$ cat src/rtl/rv_decode_pkg.sv
// Shared encodings and entry layout for the rv32 registered decode stage.
package rv_decode_pkg;

    // Base opcodes
    localparam logic [6:0] OPC_LUI    = 7'b0110111;
    localparam logic [6:0] OPC_AUIPC  = 7'b0010111;
    localparam logic [6:0] OPC_JAL    = 7'b1101111;
    localparam logic [6:0] OPC_JALR   = 7'b1100111;
    localparam logic [6:0] OPC_BRANCH = 7'b1100011;
    localparam logic [6:0] OPC_LOAD   = 7'b0000011;
    localparam logic [6:0] OPC_STORE  = 7'b0100011;
    localparam logic [6:0] OPC_OP_IMM = 7'b0010011;
    localparam logic [6:0] OPC_OP     = 7'b0110011;

    // ALU operation codes
    localparam logic [3:0] ALU_ADD   = 4'd0;
    localparam logic [3:0] ALU_SUB   = 4'd1;
    localparam logic [3:0] ALU_SLL   = 4'd2;
    localparam logic [3:0] ALU_SLT   = 4'd3;
    localparam logic [3:0] ALU_SLTU  = 4'd4;
    localparam logic [3:0] ALU_XOR   = 4'd5;
    localparam logic [3:0] ALU_SRL   = 4'd6;
    localparam logic [3:0] ALU_SRA   = 4'd7;
    localparam logic [3:0] ALU_OR    = 4'd8;
    localparam logic [3:0] ALU_AND   = 4'd9;
    localparam logic [3:0] ALU_PASSB = 4'd10;

    // Operand and writeback selects
    localparam logic [1:0] SRC1_RS1  = 2'd0;
    localparam logic [1:0] SRC1_PC   = 2'd1;
    localparam logic [1:0] SRC1_ZERO = 2'd2;
    localparam logic [1:0] SRC2_RS2  = 2'd0;
    localparam logic [1:0] SRC2_IMM  = 2'd1;
    localparam logic [1:0] SRC2_FOUR = 2'd2;
    localparam logic [1:0] WB_ALU    = 2'd0;
    localparam logic [1:0] WB_MEM    = 2'd1;
    localparam logic [1:0] WB_PC4    = 2'd2;

    typedef struct packed {
        logic [4:0]  rd;
        logic [3:0]  alu_op;
        logic [1:0]  src1_sel;
        logic [1:0]  src2_sel;
        logic        mem_read;
        logic        mem_write;
        logic        reg_write;
        logic [1:0]  wb_sel;
        logic [31:0] imm;
        logic        branch;
        logic        jump;
        logic [31:0] branch_target;
        logic        illegal;
    } dec_ctl_t;

    typedef struct packed {
        logic [31:0] pc;
        logic [31:0] rs1_val;
        logic [31:0] rs2_val;
        dec_ctl_t    ctl;
    } dec_entry_t;

    localparam int ENTRY_W = $bits(dec_entry_t);

    typedef enum logic [1:0] {
        BUF_EMPTY = 2'd0,
        BUF_ONE   = 2'd1,
        BUF_TWO   = 2'd2
    } buf_state_t;

endpackage

$ cat src/rtl/decode_stage_if.sv
// Fetch-side handshake and decoded-entry bus of the decode stage.
interface decode_stage_if;
    logic        in_valid;
    logic        in_ready;
    logic [31:0] in_inst;
    logic [31:0] in_pc;

    logic        out_valid;
    logic        out_ready;
    logic [31:0] out_pc;
    logic [31:0] out_rs1_val;
    logic [31:0] out_rs2_val;
    logic [4:0]  rd_addr;
    logic [3:0]  alu_op;
    logic [1:0]  alu_src1_sel;
    logic [1:0]  alu_src2_sel;
    logic        mem_read;
    logic        mem_write;
    logic        reg_write;
    logic [1:0]  reg_src_sel;
    logic [31:0] imm;
    logic        branch;
    logic        jump;
    logic [31:0] branch_target;
    logic        illegal;

    // Decode stage view
    modport slave (
        input  in_valid, in_inst, in_pc, out_ready,
        output in_ready, out_valid, out_pc, out_rs1_val, out_rs2_val, rd_addr,
               alu_op, alu_src1_sel, alu_src2_sel, mem_read, mem_write,
               reg_write, reg_src_sel, imm, branch, jump, branch_target, illegal
    );

    // Fetch / execute environment view
    modport master (
        output in_valid, in_inst, in_pc, out_ready,
        input  in_ready, out_valid, out_pc, out_rs1_val, out_rs2_val, rd_addr,
               alu_op, alu_src1_sel, alu_src2_sel, mem_read, mem_write,
               reg_write, reg_src_sel, imm, branch, jump, branch_target, illegal
    );
endinterface

$ cat src/rtl/decode_comb.sv
// Pure combinational rv32 decode of one instruction word into control fields.
module decode_comb
    import rv_decode_pkg::*;
#(
    parameter bit RV32E      = 1'b0,
    parameter bit ILLEGAL_EN = 1'b1
) (
    input  logic [31:0] inst,
    input  logic [31:0] pc,
    output dec_ctl_t    ctl,
    output logic        rs1_used,
    output logic        rs2_used
);

    logic [6:0] opcode;
    logic [2:0] funct3;
    logic [6:0] funct7;
    logic [4:0] rd;
    logic [4:0] rs1;
    logic [4:0] rs2;

    logic signed [31:0] imm_i;
    logic signed [31:0] imm_s;
    logic signed [31:0] imm_b;
    logic signed [31:0] imm_u;
    logic signed [31:0] imm_j;

    logic rd_used;
    logic opc_ok;
    logic fn_ok;
    logic reg_ok;

    assign opcode = inst[6:0];
    assign rd     = inst[11:7];
    assign funct3 = inst[14:12];
    assign rs1    = inst[19:15];
    assign rs2    = inst[24:20];
    assign funct7 = inst[31:25];

    assign imm_i = {{20{inst[31]}}, inst[31:20]};
    assign imm_s = {{20{inst[31]}}, inst[31:25], inst[11:7]};
    assign imm_b = {{19{inst[31]}}, inst[31], inst[7], inst[30:25], inst[11:8], 1'b0};
    assign imm_u = {inst[31:12], 12'b0};
    assign imm_j = {{11{inst[31]}}, inst[31], inst[19:12], inst[20], inst[30:21], 1'b0};

    function automatic logic [3:0] alu_from_f3(input logic [2:0] f3, input logic alt);
        case (f3)
            3'd0:    return alt ? ALU_SUB : ALU_ADD;
            3'd1:    return ALU_SLL;
            3'd2:    return ALU_SLT;
            3'd3:    return ALU_SLTU;
            3'd4:    return ALU_XOR;
            3'd5:    return alt ? ALU_SRA : ALU_SRL;
            3'd6:    return ALU_OR;
            default: return ALU_AND;
        endcase
    endfunction

    // Opcode decode, legality check and suppression of side effects on illegal entries
    always_comb begin
        ctl          = '0;
        ctl.rd       = rd;
        ctl.alu_op   = ALU_ADD;
        ctl.src1_sel = SRC1_RS1;
        ctl.src2_sel = SRC2_RS2;
        ctl.wb_sel   = WB_ALU;
        rs1_used     = 1'b0;
        rs2_used     = 1'b0;
        rd_used      = 1'b0;
        opc_ok       = 1'b1;
        fn_ok        = 1'b1;
        reg_ok       = 1'b1;

        case (opcode)
            OPC_LUI: begin
                ctl.src1_sel  = SRC1_ZERO;
                ctl.src2_sel  = SRC2_IMM;
                ctl.reg_write = 1'b1;
                ctl.imm       = imm_u;
                rd_used       = 1'b1;
            end
            OPC_AUIPC: begin
                ctl.src1_sel  = SRC1_PC;
                ctl.src2_sel  = SRC2_IMM;
                ctl.reg_write = 1'b1;
                ctl.imm       = imm_u;
                rd_used       = 1'b1;
            end
            OPC_JAL: begin
                ctl.src1_sel  = SRC1_PC;
                ctl.src2_sel  = SRC2_FOUR;
                ctl.jump      = 1'b1;
                ctl.reg_write = 1'b1;
                ctl.wb_sel    = WB_PC4;
                ctl.imm       = imm_j;
                rd_used       = 1'b1;
            end
            OPC_JALR: begin
                ctl.src1_sel  = SRC1_PC;
                ctl.src2_sel  = SRC2_FOUR;
                ctl.jump      = 1'b1;
                ctl.reg_write = 1'b1;
                ctl.wb_sel    = WB_PC4;
                ctl.imm       = imm_i;
                rs1_used      = 1'b1;
                rd_used       = 1'b1;
                fn_ok         = (funct3 == 3'd0);
            end
            OPC_BRANCH: begin
                ctl.alu_op = ALU_SUB;
                ctl.branch = 1'b1;
                ctl.imm    = imm_b;
                rs1_used   = 1'b1;
                rs2_used   = 1'b1;
                fn_ok      = (funct3 != 3'd2) && (funct3 != 3'd3);
            end
            OPC_LOAD: begin
                ctl.src2_sel  = SRC2_IMM;
                ctl.mem_read  = 1'b1;
                ctl.reg_write = 1'b1;
                ctl.wb_sel    = WB_MEM;
                ctl.imm       = imm_i;
                rs1_used      = 1'b1;
                rd_used       = 1'b1;
                fn_ok         = funct3 inside {3'd0, 3'd1, 3'd2, 3'd4, 3'd5};
            end
            OPC_STORE: begin
                ctl.src2_sel  = SRC2_IMM;
                ctl.mem_write = 1'b1;
                ctl.imm       = imm_s;
                rs1_used      = 1'b1;
                rs2_used      = 1'b1;
                fn_ok         = (funct3 <= 3'd2);
            end
            OPC_OP_IMM: begin
                ctl.src2_sel  = SRC2_IMM;
                ctl.alu_op    = alu_from_f3(funct3, (funct3 == 3'd5) && inst[30]);
                ctl.reg_write = 1'b1;
                ctl.imm       = imm_i;
                rs1_used      = 1'b1;
                rd_used       = 1'b1;
                if (funct3 == 3'd1)
                    fn_ok = (funct7 == 7'h00);
                else if (funct3 == 3'd5)
                    fn_ok = (funct7 == 7'h00) || (funct7 == 7'h20);
            end
            OPC_OP: begin
                ctl.alu_op    = alu_from_f3(funct3, inst[30]);
                ctl.reg_write = 1'b1;
                rs1_used      = 1'b1;
                rs2_used      = 1'b1;
                rd_used       = 1'b1;
                fn_ok         = (funct7 == 7'h00) ||
                                ((funct7 == 7'h20) && ((funct3 == 3'd0) || (funct3 == 3'd5)));
            end
            default: opc_ok = 1'b0;
        endcase

        if (!ILLEGAL_EN)
            fn_ok = 1'b1;
        if (RV32E)
            reg_ok = !((rs1_used && rs1[4]) || (rs2_used && rs2[4]) || (rd_used && rd[4]));

        ctl.branch_target = pc + ctl.imm;

        if (!(opc_ok && fn_ok && reg_ok)) begin
            ctl.illegal   = 1'b1;
            ctl.mem_read  = 1'b0;
            ctl.mem_write = 1'b0;
            ctl.reg_write = 1'b0;
            ctl.branch    = 1'b0;
            ctl.jump      = 1'b0;
        end
        if (rd == 5'd0)
            ctl.reg_write = 1'b0;
    end

endmodule

$ cat src/rtl/decode_stage.sv
// Registered, flow-controlled decode stage: decode at input, output register plus optional skid.
module decode_stage
    import rv_decode_pkg::*;
#(
    parameter bit RV32E      = 1'b0,
    parameter bit SKID_EN    = 1'b1,
    parameter bit ILLEGAL_EN = 1'b1
) (
    input  logic                  clk,
    input  logic                  rst_n,
    decode_stage_if.slave         bus,
    input  logic                  flush,
    input  logic                  ex_mem_read,
    input  logic [4:0]            ex_rd_addr,
    output logic [4:0]            rs1_addr,
    output logic [4:0]            rs2_addr,
    input  logic [31:0]           rs1_data,
    input  logic [31:0]           rs2_data
);

    dec_ctl_t   ctl_p0;
    dec_entry_t ent_p0;
    dec_entry_t ent_p1;
    dec_entry_t skid_p1;
    logic       rs1_used_p0;
    logic       rs2_used_p0;

    buf_state_t state;
    buf_state_t state_nxt;
    logic       hazard;
    logic       room;
    logic       accept;
    logic       drain;
    logic       load_out;
    logic       load_skid;
    logic       skid_to_out;

    assign rs1_addr = bus.in_inst[19:15];
    assign rs2_addr = bus.in_inst[24:20];

    decode_comb #(
        .RV32E      (RV32E),
        .ILLEGAL_EN (ILLEGAL_EN)
    ) u_decode_comb (
        .inst     (bus.in_inst),
        .pc       (bus.in_pc),
        .ctl      (ctl_p0),
        .rs1_used (rs1_used_p0),
        .rs2_used (rs2_used_p0)
    );

    assign ent_p0.pc      = bus.in_pc;
    assign ent_p0.rs1_val = rs1_data;
    assign ent_p0.rs2_val = rs2_data;
    assign ent_p0.ctl     = ctl_p0;

    // Load-use stall: the load in EX writes a register this instruction reads.
    assign hazard = ex_mem_read && (ex_rd_addr != 5'd0) &&
                    ((rs1_used_p0 && (ex_rd_addr == rs1_addr)) ||
                     (rs2_used_p0 && (ex_rd_addr == rs2_addr)));

    // Without skid the single register can only take a new entry as the old one leaves.
    assign room = SKID_EN ? (state != BUF_TWO) : ((state == BUF_EMPTY) || bus.out_ready);

    assign bus.in_ready  = room && !hazard && !flush;
    assign bus.out_valid = (state != BUF_EMPTY);
    assign accept        = bus.in_valid && bus.in_ready;
    assign drain         = bus.out_valid && bus.out_ready;

    // Buffer occupancy register
    always_ff @(posedge clk or negedge rst_n) begin
        if (!rst_n)
            state <= BUF_EMPTY;
        else
            state <= state_nxt;
    end

    // Next occupancy and which buffer slot captures data this cycle
    always_comb begin
        state_nxt   = state;
        load_out    = 1'b0;
        load_skid   = 1'b0;
        skid_to_out = 1'b0;
        if (flush) begin
            state_nxt = BUF_EMPTY;
        end else begin
            case (state)
                BUF_EMPTY: begin
                    if (accept) begin
                        state_nxt = BUF_ONE;
                        load_out  = 1'b1;
                    end
                end
                BUF_ONE: begin
                    if (accept && drain) begin
                        load_out = 1'b1;
                    end else if (accept && SKID_EN) begin
                        state_nxt = BUF_TWO;
                        load_skid = 1'b1;
                    end else if (drain) begin
                        state_nxt = BUF_EMPTY;
                    end
                end
                BUF_TWO: begin
                    if (drain) begin
                        state_nxt   = BUF_ONE;
                        skid_to_out = 1'b1;
                    end
                end
                default: state_nxt = BUF_EMPTY;
            endcase
        end
    end

    // Entry storage: output register is refilled from the input or promoted from skid
    always_ff @(posedge clk or negedge rst_n) begin
        if (!rst_n) begin
            ent_p1  <= '0;
            skid_p1 <= '0;
        end else begin
            if (load_out)
                ent_p1 <= ent_p0;
            else if (skid_to_out)
                ent_p1 <= skid_p1;
            if (load_skid)
                skid_p1 <= ent_p0;
        end
    end

    assign bus.out_pc        = ent_p1.pc;
    assign bus.out_rs1_val   = ent_p1.rs1_val;
    assign bus.out_rs2_val   = ent_p1.rs2_val;
    assign bus.rd_addr       = ent_p1.ctl.rd;
    assign bus.alu_op        = ent_p1.ctl.alu_op;
    assign bus.alu_src1_sel  = ent_p1.ctl.src1_sel;
    assign bus.alu_src2_sel  = ent_p1.ctl.src2_sel;
    assign bus.mem_read      = ent_p1.ctl.mem_read;
    assign bus.mem_write     = ent_p1.ctl.mem_write;
    assign bus.reg_write     = ent_p1.ctl.reg_write;
    assign bus.reg_src_sel   = ent_p1.ctl.wb_sel;
    assign bus.imm           = ent_p1.ctl.imm;
    assign bus.branch        = ent_p1.ctl.branch;
    assign bus.jump          = ent_p1.ctl.jump;
    assign bus.branch_target = ent_p1.ctl.branch_target;
    assign bus.illegal       = ent_p1.ctl.illegal;

endmodule

$ cat src/flat_wrapper.sv
// flat-port wrapper written by rule: the top's interface ports become plain ports
module decode_stage_flat import rv_decode_pkg::*;
#(
    parameter bit RV32E      = 1'b0,
    parameter bit SKID_EN    = 1'b1,
    parameter bit ILLEGAL_EN = 1'b1
)
  (clk, rst_n, flush, ex_mem_read, ex_rd_addr, rs1_addr, rs2_addr, rs1_data, rs2_data, bus_in_valid, bus_in_inst, bus_in_pc, bus_out_ready, bus_in_ready, bus_out_valid, bus_out_pc, bus_out_rs1_val, bus_out_rs2_val, bus_rd_addr, bus_alu_op, bus_alu_src1_sel, bus_alu_src2_sel, bus_mem_read, bus_mem_write, bus_reg_write, bus_reg_src_sel, bus_imm, bus_branch, bus_jump, bus_branch_target, bus_illegal);
  decode_stage_if bus_i ();
  input  logic clk;
  input  logic rst_n;
  input  logic flush;
  input  logic ex_mem_read;
  input  logic [4:0] ex_rd_addr;
  output logic [4:0] rs1_addr;
  output logic [4:0] rs2_addr;
  input  logic [31:0] rs1_data;
  input  logic [31:0] rs2_data;
  input wire logic [$bits(bus_i.in_valid)-1:0] bus_in_valid;
  input wire logic [$bits(bus_i.in_inst)-1:0] bus_in_inst;
  input wire logic [$bits(bus_i.in_pc)-1:0] bus_in_pc;
  input wire logic [$bits(bus_i.out_ready)-1:0] bus_out_ready;
  output wire logic [$bits(bus_i.in_ready)-1:0] bus_in_ready;
  output wire logic [$bits(bus_i.out_valid)-1:0] bus_out_valid;
  output wire logic [$bits(bus_i.out_pc)-1:0] bus_out_pc;
  output wire logic [$bits(bus_i.out_rs1_val)-1:0] bus_out_rs1_val;
  output wire logic [$bits(bus_i.out_rs2_val)-1:0] bus_out_rs2_val;
  output wire logic [$bits(bus_i.rd_addr)-1:0] bus_rd_addr;
  output wire logic [$bits(bus_i.alu_op)-1:0] bus_alu_op;
  output wire logic [$bits(bus_i.alu_src1_sel)-1:0] bus_alu_src1_sel;
  output wire logic [$bits(bus_i.alu_src2_sel)-1:0] bus_alu_src2_sel;
  output wire logic [$bits(bus_i.mem_read)-1:0] bus_mem_read;
  output wire logic [$bits(bus_i.mem_write)-1:0] bus_mem_write;
  output wire logic [$bits(bus_i.reg_write)-1:0] bus_reg_write;
  output wire logic [$bits(bus_i.reg_src_sel)-1:0] bus_reg_src_sel;
  output wire logic [$bits(bus_i.imm)-1:0] bus_imm;
  output wire logic [$bits(bus_i.branch)-1:0] bus_branch;
  output wire logic [$bits(bus_i.jump)-1:0] bus_jump;
  output wire logic [$bits(bus_i.branch_target)-1:0] bus_branch_target;
  output wire logic [$bits(bus_i.illegal)-1:0] bus_illegal;
  assign bus_i.in_valid = bus_in_valid;
  assign bus_i.in_inst = bus_in_inst;
  assign bus_i.in_pc = bus_in_pc;
  assign bus_i.out_ready = bus_out_ready;
  assign bus_in_ready = bus_i.in_ready;
  assign bus_out_valid = bus_i.out_valid;
  assign bus_out_pc = bus_i.out_pc;
  assign bus_out_rs1_val = bus_i.out_rs1_val;
  assign bus_out_rs2_val = bus_i.out_rs2_val;
  assign bus_rd_addr = bus_i.rd_addr;
  assign bus_alu_op = bus_i.alu_op;
  assign bus_alu_src1_sel = bus_i.alu_src1_sel;
  assign bus_alu_src2_sel = bus_i.alu_src2_sel;
  assign bus_mem_read = bus_i.mem_read;
  assign bus_mem_write = bus_i.mem_write;
  assign bus_reg_write = bus_i.reg_write;
  assign bus_reg_src_sel = bus_i.reg_src_sel;
  assign bus_imm = bus_i.imm;
  assign bus_branch = bus_i.branch;
  assign bus_jump = bus_i.jump;
  assign bus_branch_target = bus_i.branch_target;
  assign bus_illegal = bus_i.illegal;
  decode_stage #(.RV32E(RV32E), .SKID_EN(SKID_EN), .ILLEGAL_EN(ILLEGAL_EN)) u_core (.clk(clk), .rst_n(rst_n), .bus(bus_i), .flush(flush), .ex_mem_read(ex_mem_read), .ex_rd_addr(ex_rd_addr), .rs1_addr(rs1_addr), .rs2_addr(rs2_addr), .rs1_data(rs1_data), .rs2_data(rs2_data));
endmodule
$ cat config.mk
export PLATFORM = sky130hd
export DESIGN_NAME = decode_stage_flat
export DESIGN_NICKNAME = d
export VERILOG_FILES = /design/src/rtl/rv_decode_pkg.sv /design/src/rtl/decode_stage_if.sv /design/src/rtl/decode_comb.sv /design/src/rtl/decode_stage.sv /design/src/flat_wrapper.sv
export SDC_FILE = /design/constraint.sdc
export NUM_CORES = 1
export LEC_CHECK = 0
export ABC_AREA = 0
export CORE_MARGIN = 2
export CORE_UTILIZATION = 50
export CTS_CLUSTER_DIAMETER = 200
export DETAILED_ROUTE_END_ITERATION = 7
export DONT_BUFFER_PORTS = 1
export HOLD_SLACK_MARGIN = 0.02
export PLACE_DENSITY = 0.76
export SETUP_SLACK_MARGIN = 0.1
export SKIP_CTS_REPAIR_TIMING = 1
export SYNTH_ARGS = -nofsm -noshare
export SYNTH_HDL_FRONTEND = slang
export SYNTH_SLANG_ARGS = --single-unit
$ cat constraint.sdc
create_clock -name clk -period 3.4 [get_ports clk]
set_input_delay 0.34 -clock clk [delete_from_list [all_inputs] [get_ports clk]]
set_output_delay 0.34 -clock clk [all_outputs]
set_load 0.01 [all_outputs]
==> metrics.cfg, run 1 <==
[critical_path]
worst-r2r-cell-count = 6
cpPeakStageDelay_ns = 0.39
path_depth = 15
crit_path_end_kind = flip-flop
r2r_setup_slack_ns = 1.06
worstReg2RegEnd = u_core.skid_p1[27]
start_kind = input port
timing.rr.start = u_core.state[1]
crit_buf_inv = 2
path_cells = or3_4, a21boi_2, a22oi_1, inv_1, ha_1, inv_1, fa_2, nor2b_1, o31a_1, o31a_1, o21ai_1, a21oi_2, o2111ai_2, or3_1, and3_1
cp_top_family = compound AO/OA/AOI/OAI gates
critical_path_class = input port to flip-flop
crit_path_max_fanout = 16
cp.arrival_ns = 3.43
required_ns = 3.82
crit_slowest_cell = or3_4

[drt]
drc = 0
routed_wl_mm = 49.5
vias_per_cell = 5.90
drt-initial-drc-count = 1053
drtPass1Iterations = 5
wl_per_cell_um = 21.6
antenna_left = 0
vias = 13500

[grt]
grt_usage_pct = 26.3
first_global_vias = 13000
grt_max_degree = 365
globalRouteOverflowTotal = 0
antenna_found_initial = 2
grt_pass1_wl_mm = 74.0

[clock_tree]
cts_sinks = 364
htree_levels = 2
clk_pin_slew_ns = 0.06
clk_latency_ns = 0.54
numCtsBuffers = 41
cts_root_buf = clkbuf_16
cts_tree = done
ctsLongestPathBuffers = 3

[final_layout]
final_cell_mix = dfrtp_1 (364), nand2_1 (355), a22oi_1 (124)
layout_commonest_cell = dfrtp_1
seqCellArea_um2 = 9110
drive_gt1_share_pct = 18.5
multiInputGateArea_um2 = 7390
areaGrowthSynthToFinish_pct = 20.7
utilization_pct = 61.6
final_area_um2 = 20700
fillers = 2624
finalNetCount = 1985

[hold_path]
hold_path_class = input port to asynchronous set/reset pin

[floorplanning]
core-area_um2 = 33600
die_w_um = 189
die_area_um2 = 35800
ios = 332
die_h_um = 189
rows = 67
initial_core_util_pct = 51.0

[placement]
dp_slack_ns = -0.154
dp_hpwl_mm = 32.6
place_area_um2 = 18200
gp_congestion = 0.919
port_buffers = 0

[status]
outcome = finished, violations left
violations = hold timing

[sta]
rsz0062_at_grt = false
tightest_slew_ns = 1.06
maxSlewHeadroom_pct = 29.0
finalSetupTns_ns = 0
setup_violations = 0
whs_ns = -0.499
clock_skew_ns = 0.0247
clock.fmax_ghz = 0.332
post-route-period-util_pct = 88.6
fin_crit_ns = 3.01
setup_ws_ns = 0.389
slew_violations = 0
hold_violations = 365

[synth]
synth_top_area_share_pct = 53.1
yosys.area.top_type = dfrtp_1
synth.avg_cell_area_um2 = 10.3
async_flop_share_pct = 100
synth_edf_count = 0
yosys-top-cells-area = dfrtp_1 (53%), nand2_1 (7.8%), mux2_2 (7.6%)
ys_warn_count = 0
ys_seq_area_share_pct = 53.1
synth.net_count = 1837
syn_inst = 1666
synth_seq_cells = 364
synth.distinct_cells = 63
synthFlopType = dfrtp_1
syn_area_um2 = 17100

[power]
powerDensity_nw_per_um2 = 569
totalPowerFinal_mw = 11.8
power_leakage_nw = 9.74
max-vdd-ir-drop_uv = 329

[run]
maxCapViolations = 0

kinds of logic after synthesis:
kind of cell	synth area share, %
muxes	8.26
buffers and inverters	4.90
adders and majority gates	2.38
and+or+nand+nor	12.8
xor gates and xnor gates	1.94
AOI/OAI and AO/OA	16.6
DFF	53.1
state kept, by name (all words and copies together) (netlist names), 2 cells and up:
signal	flops
u_core.bus.reg_src_sel	2
u_core.bus.alu_src1_sel	2
u_core.bus.out_rs2_val	32
u_core.bus.out_rs1_val	32
u_core.bus.imm	32
u_core.bus.out_pc	32
u_core.state	2
u_core.skid_p1	181
u_core.bus.branch_target	32
u_core.bus.alu_src2_sel	2
u_core.bus.rd_addr	5
u_core.bus.alu_op	4
per-stage QoR:
step           instances  hold slack, ns
6_report            2290          -0.499
5_1_grt             2290          -0.522
4_1_cts             2184          -0.522
3_5_place_dp        2114          0.0532
3_3_place_gp        2114          0.0531
2_1_floorplan       1666          0.0444
where the power goes:
part / total [mW] / leakage, nW / switching (mW) / internal (mW)
Clock: 4.68 / 0.691 / 1.77 / 2.92
Sequential: 5.77 / 4.63 / 0.668 / 5.10
Combinational: 1.32 / 4.42 / 0.609 / 0.714
final cells by class:
| type | instances | share of cell area [%] |
|---|---|---|
| Sequential cell | 364 | 44.0 |
| Tap cell | 448 | 2.71 |
| Clock inverter | 14 | 1.24 |
| Timing Repair Buffer | 225 | 9.97 |
| Antenna cell | 1 | 0.0121 |
| Inverter | 42 | 0.761 |
| Clock buffer | 56 | 5.61 |
| Multi-Input combinational cell | 1140 | 35.7 |
cell usage after synthesis, drive strengths merged, types with 21 or more instances:
master  instances
dfrtp         364
nand2         358
a22oi         124
mux2          116
o21ai         106
nor2           78
buf            73
a21oi          64
clkbuf         47
inv            42
a221o          32
ha             31
xnor2          21
per-layer routing:
layer	wire, um	GRT usage [%]	part of all wire, %
met5	16	0	0.032
met1	19800	33.6	40
met3	4450	8.32	9.0
met4	1720	9.38	3.5
met2	23500	42.1	48
worst max-delay path by stage:
stage	from	end
after floorplan	bus_in_inst[5]	u_core.bus.branch_target[30]
after detailed placement	bus_in_inst[6]	u_core.skid_p1[26]
after CTS	bus_in_inst[6]	u_core.bus.branch_target[30]
final	bus_in_inst[6]	u_core.bus.branch_target[30]
after global routing	bus_in_inst[5]	u_core.skid_p1[30]
after global placement	bus_in_inst[6]	u_core.bus.branch_target[30]
(Power assumes the default switching activity.)
==> run 2: changes to the inputs <==
==> constraint.sdc (replaced) <==
create_clock -name clk -period 3.4 [get_ports clk]
set_input_delay 0.68 -clock clk [delete_from_list [all_inputs] [get_ports clk]]
set_output_delay 0.68 -clock clk [all_outputs]
set_load 0.01 [all_outputs]
==> metrics.cfg, run 2 (synthesized netlist as in run 1, its figures left out) <==
[final_layout]
finalNetCount = 1910  ; was 1985
top_register = u_core.skid_p1  ; unchanged
multiInputGateArea_um2 = 7720  ; was 7390 um^2
seqCellArea_um2 = 9110  ; unchanged
fillers = 2714  ; was 2624
final_cell_mix = dfrtp_1 (364), nand2_1 (354), buf_4 (137)  ; was dfrtp_1 (364), nand2_1 (355), a22oi_1 (124)
areaGrowthSynthToFinish_pct = 17.7  ; was 20.7%
antennaDiodeCount = 0  ; was 1
largest_reg_flops = 181  ; unchanged
drive_gt1_share_pct = 23.4  ; was 18.5%
layout_commonest_cell = dfrtp_1  ; unchanged
utilization_pct = 60.1  ; was 61.6%

[drt]
routed_wl_mm = 47.0  ; was 49.5 mm
vias_per_cell = 5.91  ; was 5.90
drc = 0  ; unchanged
wl_per_cell_um = 21.2  ; was 21.6 um
antenna_left = 0  ; unchanged
drtPass1Iterations = 5  ; unchanged
vias = 13100  ; was 13500
drt-initial-drc-count = 874  ; was 1053

[clock_tree]
cts_sinks = 364  ; unchanged
cts_tree = done  ; unchanged
cts_root_buf = clkbuf_16  ; unchanged
clk_latency_ns = 0.54  ; about the same
numCtsBuffers = 40  ; was 41
clk_pin_slew_ns = 0.06  ; about the same
ctsLongestPathBuffers = 3  ; unchanged
htree_levels = 2  ; unchanged

[floorplanning]
rows = 67  ; unchanged
die_w_um = 189  ; unchanged
die_h_um = 189  ; unchanged
initial_core_util_pct = 51.0  ; unchanged
core-area_um2 = 33600  ; unchanged
ios = 332  ; unchanged
die_area_um2 = 35800  ; unchanged

[placement]
port_buffers = 0  ; unchanged
gp_congestion = 0.872  ; was 0.919
dp_slack_ns = -0.479  ; was -0.154 ns
dp_hpwl_mm = 33.0  ; was 32.6 mm

[critical_path]
crit_slowest_cell = a2111oi_2  ; was or3_4
crit_path_max_fanout = 16  ; unchanged
critical_path_class = input port to flip-flop  ; unchanged
worst-r2r-cell-count = 6  ; unchanged
path_cells = or3_4, o21a_1, nor2_4, a22oi_1, inv_1, ha_1, buf_4, o21ai_0, nor2_2, a2111oi_2, nor2_2, a31oi_4, o41ai_2, xnor2_1, o21ai_0  ; was or3_4, a21boi_2, a22oi_1, inv_1, ha_1, inv_1, fa_2, nor2b_1, o31a_1, o31a_1, o21ai_1, a21oi_2, o2111ai_2, or3_1, and3_1
crit_path_end_kind = flip-flop  ; unchanged
cp.arrival_ns = 3.67  ; was 3.43 ns
cpPeakStageDelay_ns = 0.41  ; was 0.39 ns
required_ns = 3.81  ; was 3.82 ns
worstReg2RegEnd = u_core.bus.branch_target[8]  ; was u_core.skid_p1[27]
r2r_setup_slack_ns = 1.22  ; was 1.06 ns
timing.rr.start = u_core.state[1]  ; unchanged
start_kind = input port  ; unchanged

[grt]
globalRouteOverflowTotal = 0  ; unchanged
grt_pass1_wl_mm = 73.6  ; was 74.0 mm
grt_usage_pct = 25.9  ; was 26.3%
first_global_vias = 13200  ; was 13000
antenna_found_initial = 0  ; was 2
grt_max_degree = 365  ; unchanged

[sta]
setup_ws_ns = 0.149  ; was 0.389 ns
tightest_slew_ns = 0.832  ; was 1.06 ns
clock_skew_ns = 0.0114  ; was 0.0247 ns
maxSlewHeadroom_pct = 43.9  ; was 29.0%
rsz0062_at_grt = true  ; was false
setup_violations = 0  ; unchanged
clock.fmax_ghz = 0.308  ; was 0.332 GHz
finalSetupTns_ns = 0  ; unchanged
post-route-period-util_pct = 95.6  ; was 88.6%
whs_ns = -0.164  ; was -0.499 ns
slew_violations = 0  ; unchanged
hold_violations = 281  ; was 365
fin_crit_ns = 3.25  ; was 3.01 ns

[run]
maxCapViolations = 0  ; unchanged

[power]
powerDensity_nw_per_um2 = 563  ; was 569 nW/um^2
power_leakage_nw = 9.47  ; was 9.74 nW
max-vdd-ir-drop_uv = 399  ; was 329 uV
totalPowerFinal_mw = 11.4  ; was 11.8 mW

[hold_path]
hold_path_class = input port to asynchronous set/reset pin  ; unchanged

[status]
outcome = finished, violations left  ; unchanged
violations = hold timing  ; unchanged

-- run 2: how the worst max path moves through the flow --
stage / cells past startpoint / to / slack (ns) / startpoint
floorplan: 20 / u_core.bus.branch_target[30] / -0.29 / bus_in_inst[5]
global placement: 15 / u_core.bus.branch_target[30] / -0.40 / bus_in_inst[6]
detailed placement: 14 / u_core.skid_p1[30] / -0.48 / bus_in_inst[4]
CTS: 14 / u_core.skid_p1[30] / 0.08 / bus_in_inst[4]
global route: 15 / u_core.bus.branch_target[17] / -0.02 / bus_in_inst[6]
finish: 15 / u_core.skid_p1[30] / 0.15 / bus_in_inst[6]
-- run 2: layer usage --
metal	wire length [um]	global-route usage, %
met1	18700	31.9
met2	22600	43.0
met3	4400	8.82
met4	1280	8.32
met5	0	0
-- run 2: layout make-up --
| cell class | instances | area share (%) |
|---|---|---|
| repair buffers | 151 | 6.44 |
| well taps | 448 | 2.78 |
| flip-flops and latches | 364 | 45.1 |
| multi-input cells | 1140 | 38.2 |
| clock inverters | 14 | 0.948 |
| clock buffers | 55 | 5.69 |
| inverters | 42 | 0.781 |
-- run 2: through the flow --
stage	instances	hold WS [ns]	area (um^2)
5_1_grt	2214	-0.187	20200
6_report	2214	-0.164	20200
3_3_place_gp	2139	0.392	18600
3_5_place_dp	2139	0.392	18600
4_1_cts	2208	-0.188	19900
2_1_floorplan	1666	0.384	17500
-- run 2: worst max-delay path: cells and delay by family --
| family | cells | cell delay [ns] |
|---|---|---|
| buffers and inverters | 2 | 0.22 |
| AND/OR/NAND/NOR | 4 | 0.78 |
| AO/OA/AOI/OAI | 7 | 1.48 |
| adder cells (fa/ha/maj) | 1 | 0.23 |
| XOR/XNOR | 1 | 0.25 |
-- run 2: report_power, final --
| group | switching (mW) | internal [mW] |
|---|---|---|
| sequential | 0.631 | 5.10 |
| clock | 1.73 | 2.67 |
| combinational | 0.575 | 0.654 |
| total | 2.94 | 8.42 |
==> run 3: changes to the inputs <==
--- a/config.mk
+++ b/config.mk
@@ -18,3 +18,4 @@
 export SYNTH_ARGS = -nofsm -noshare
 export SYNTH_HDL_FRONTEND = slang
 export SYNTH_SLANG_ARGS = --single-unit
+export TNS_END_PERCENT = 30
==> constraint.sdc (replaced) <==
create_clock -name clk -period 4.2 [get_ports clk]
set_input_delay 0.42 -clock clk [delete_from_list [all_inputs] [get_ports clk]]
set_output_delay 0.42 -clock clk [all_outputs]
set_load 0.01 [all_outputs]
==> metrics.cfg, run 3 (synthesized netlist as in run 1, its figures left out) <==
[status]
outcome = finished, violations left  ; unchanged
violations = hold timing  ; unchanged

[final_layout]
drive_gt1_share_pct = 12.6  ; was 23.4%
antennaDiodeCount = 0  ; unchanged
final_area_um2 = 19800  ; was 20200 um^2
multiInputGateArea_um2 = 7220  ; was 7720 um^2
fillers = 2720  ; was 2714
areaGrowthSynthToFinish_pct = 15.3  ; was 17.7%
layout_commonest_cell = dfrtp_1  ; unchanged
finalNetCount = 1891  ; was 1910
top_register = u_core.skid_p1  ; unchanged
largest_reg_flops = 181  ; unchanged
utilization_pct = 58.8  ; was 60.1%
final_cell_mix = dfrtp_1 (364), nand2_1 (358), a22oi_1 (124)  ; was dfrtp_1 (364), nand2_1 (354), buf_4 (137)
seqCellArea_um2 = 9110  ; unchanged

[critical_path]
crit_path_max_fanout = 12  ; was 16
crit_path_end_kind = flip-flop  ; unchanged
start_kind = input port  ; unchanged
worst-r2r-cell-count = 6  ; unchanged
critical_path_class = input port to flip-flop  ; unchanged
required_ns = 4.62  ; was 3.81 ns
cp.arrival_ns = 4.11  ; was 3.67 ns
r2r_setup_slack_ns = 1.62  ; was 1.22 ns

[power]
powerDensity_nw_per_um2 = 474  ; was 563 nW/um^2
clkPwrFrac_pct = 39.5  ; was 38.7%
netSwitchingFraction_pct = 26.2  ; was 25.9%
pwr-share-comb_pct = 10.8  ; about the same
pwr-share-seq_pct = 49.6  ; was 50.4%
max-vdd-ir-drop_uv = 338  ; was 399 uV
p_switching_mw = 2.46  ; was 2.94 mW
p_int_mw = 6.92  ; was 8.42 mW
totalPowerFinal_mw = 9.38  ; was 11.4 mW
power_leakage_nw = 9.27  ; was 9.47 nW

[floorplanning]
rows = 67  ; unchanged
core-area_um2 = 33600  ; unchanged
die_h_um = 189  ; unchanged
die_w_um = 189  ; unchanged
initial_core_util_pct = 51.0  ; unchanged
ios = 332  ; unchanged
die_area_um2 = 35800  ; unchanged

[hold_path]
hold_path_class = input port to asynchronous set/reset pin  ; unchanged

[drt]
routed_wl_mm = 48.3  ; was 47.0 mm
drtPass1Iterations = 7  ; was 5
drt-initial-drc-count = 954  ; was 874
vias_per_cell = 5.92  ; was 5.91
drc = 0  ; unchanged
antenna_left = 0  ; unchanged
wl_per_cell_um = 22.0  ; was 21.2 um
vias = 13000  ; was 13100

[sta]
clock.fmax_ghz = 0.271
maxSlewHeadroom_pct = 49.6  ; was 43.9%
clock_skew_ns = 0.0156  ; was 0.0114 ns
setup_ws_ns = 0.508  ; was 0.149 ns
setup_violations = 0  ; unchanged
hold_violations = 364  ; was 281
rsz0062_at_grt = false  ; was true
tightest_slew_ns = 0.752  ; was 0.832 ns
whs_ns = -0.435  ; was -0.164 ns
fin_crit_ns = 3.69
slew_violations = 0  ; unchanged
post-route-period-util_pct = 87.9

[placement]
place_area_um2 = 17400  ; was 18600 um^2
dp_hpwl_mm = 31.3  ; was 33.0 mm
dp_slack_ns = -0.00715  ; was -0.479 ns
gp_congestion = 0.934  ; was 0.872
port_buffers = 0  ; unchanged

[clock_tree]
cts_root_buf = clkbuf_16  ; unchanged
cts_tree = done  ; unchanged
cts_sinks = 364  ; unchanged
ctsLongestPathBuffers = 3  ; unchanged
htree_levels = 2  ; unchanged
clk_latency_ns = 0.56  ; was 0.54 ns
numCtsBuffers = 40  ; unchanged
clk_pin_slew_ns = 0.06  ; about the same

[grt]
grt_max_degree = 365  ; unchanged
globalRouteOverflowTotal = 0  ; unchanged
grt_pass1_wl_mm = 71.9  ; was 73.6 mm
first_global_vias = 12500  ; was 13200
antenna_found_initial = 1  ; was 0
grt_usage_pct = 25.5  ; was 25.9%

[run]
maxCapViolations = 0  ; unchanged

-- run 3: cell types whose count changed in the layout (fill, tap and decap cells not counted), sizes merged --
cell,delta
buf,-120
clkbuf,-1
clkinvlp,+1
inv,+1
clkinv,-1
dlygate4sd3,+101
bufinv,+2
-- run 3: path summary, 6_finish.rpt --
check | startpoint | endpoint
worst max-delay path | bus_in_inst[5] | u_core.skid_p1[26]
worst min-delay path | rst_n | u_core.bus.out_rs1_val[24]
worst max register to register | u_core.state[1] | u_core.bus.branch_target[29]
worst min register to register | u_core.skid_p1[65] | u_core.skid_p1[65]
max in group asynchronous | rst_n | u_core.skid_p1[164]
min in group clk | rs1_data[10] | u_core.bus.out_rs1_val[10]
-- run 3: metrics by stage --
| step | cells | setup TNS [ns] |
|---|---|---|
| floorplan | 1666 | 0 |
| global route | 2197 | 0 |
| global placement | 2025 | 0 |
| detailed placement | 2025 | -0.00715 |
| finish | 2197 | 0 |
| CTS | 2096 | 0 |
-- run 3: power groups by stage --
stage / registers, mW / logic, mW / clock network, mW
global route: 4.72 / 1.14 / 3.92
global placement: 4.66 / 0.871 / 0
floorplan: 4.55 / 0.788 / 0
detailed placement: 4.70 / 0.916 / 0
finish: 4.66 / 1.01 / 3.71
CTS: 4.64 / 0.922 / 3.77
-- run 3: metal layers --
metal	vias up	share of wire [%]	global-route usage (%)
met5	-	0	0
met3	79	9.4	8.69
met4	0	3.0	8.98
met1	6440	40	32.1
met2	509	48	41.2
li1	5978	-	-
-- run 3: area by class of cell --
| cell class | instances | share of cell area, % |
|---|---|---|
| well taps | 448 | 2.83 |
| clock buffers | 54 | 5.69 |
| flip-flops and latches | 364 | 46.1 |
| repair buffers | 132 | 6.79 |
| multi-input cells | 1140 | 36.5 |
| inverters | 42 | 0.797 |
| clock inverters | 17 | 1.30 |
-- run 3: critical path: stages --
cell and delay (ns):
or3_1 0.40, o21a_1 0.18, nor2_1 0.18, or2_2 0.24, nand2_1 0.11, inv_1 0.07
ha_1 0.28, a211oi_1 0.27, o21bai_1 0.13, a2111oi_0 0.59, nor2_1 0.23, a31oi_1 0.45
o21ai_0 0.21, xnor2_1 0.22, o21ai_0 0.12
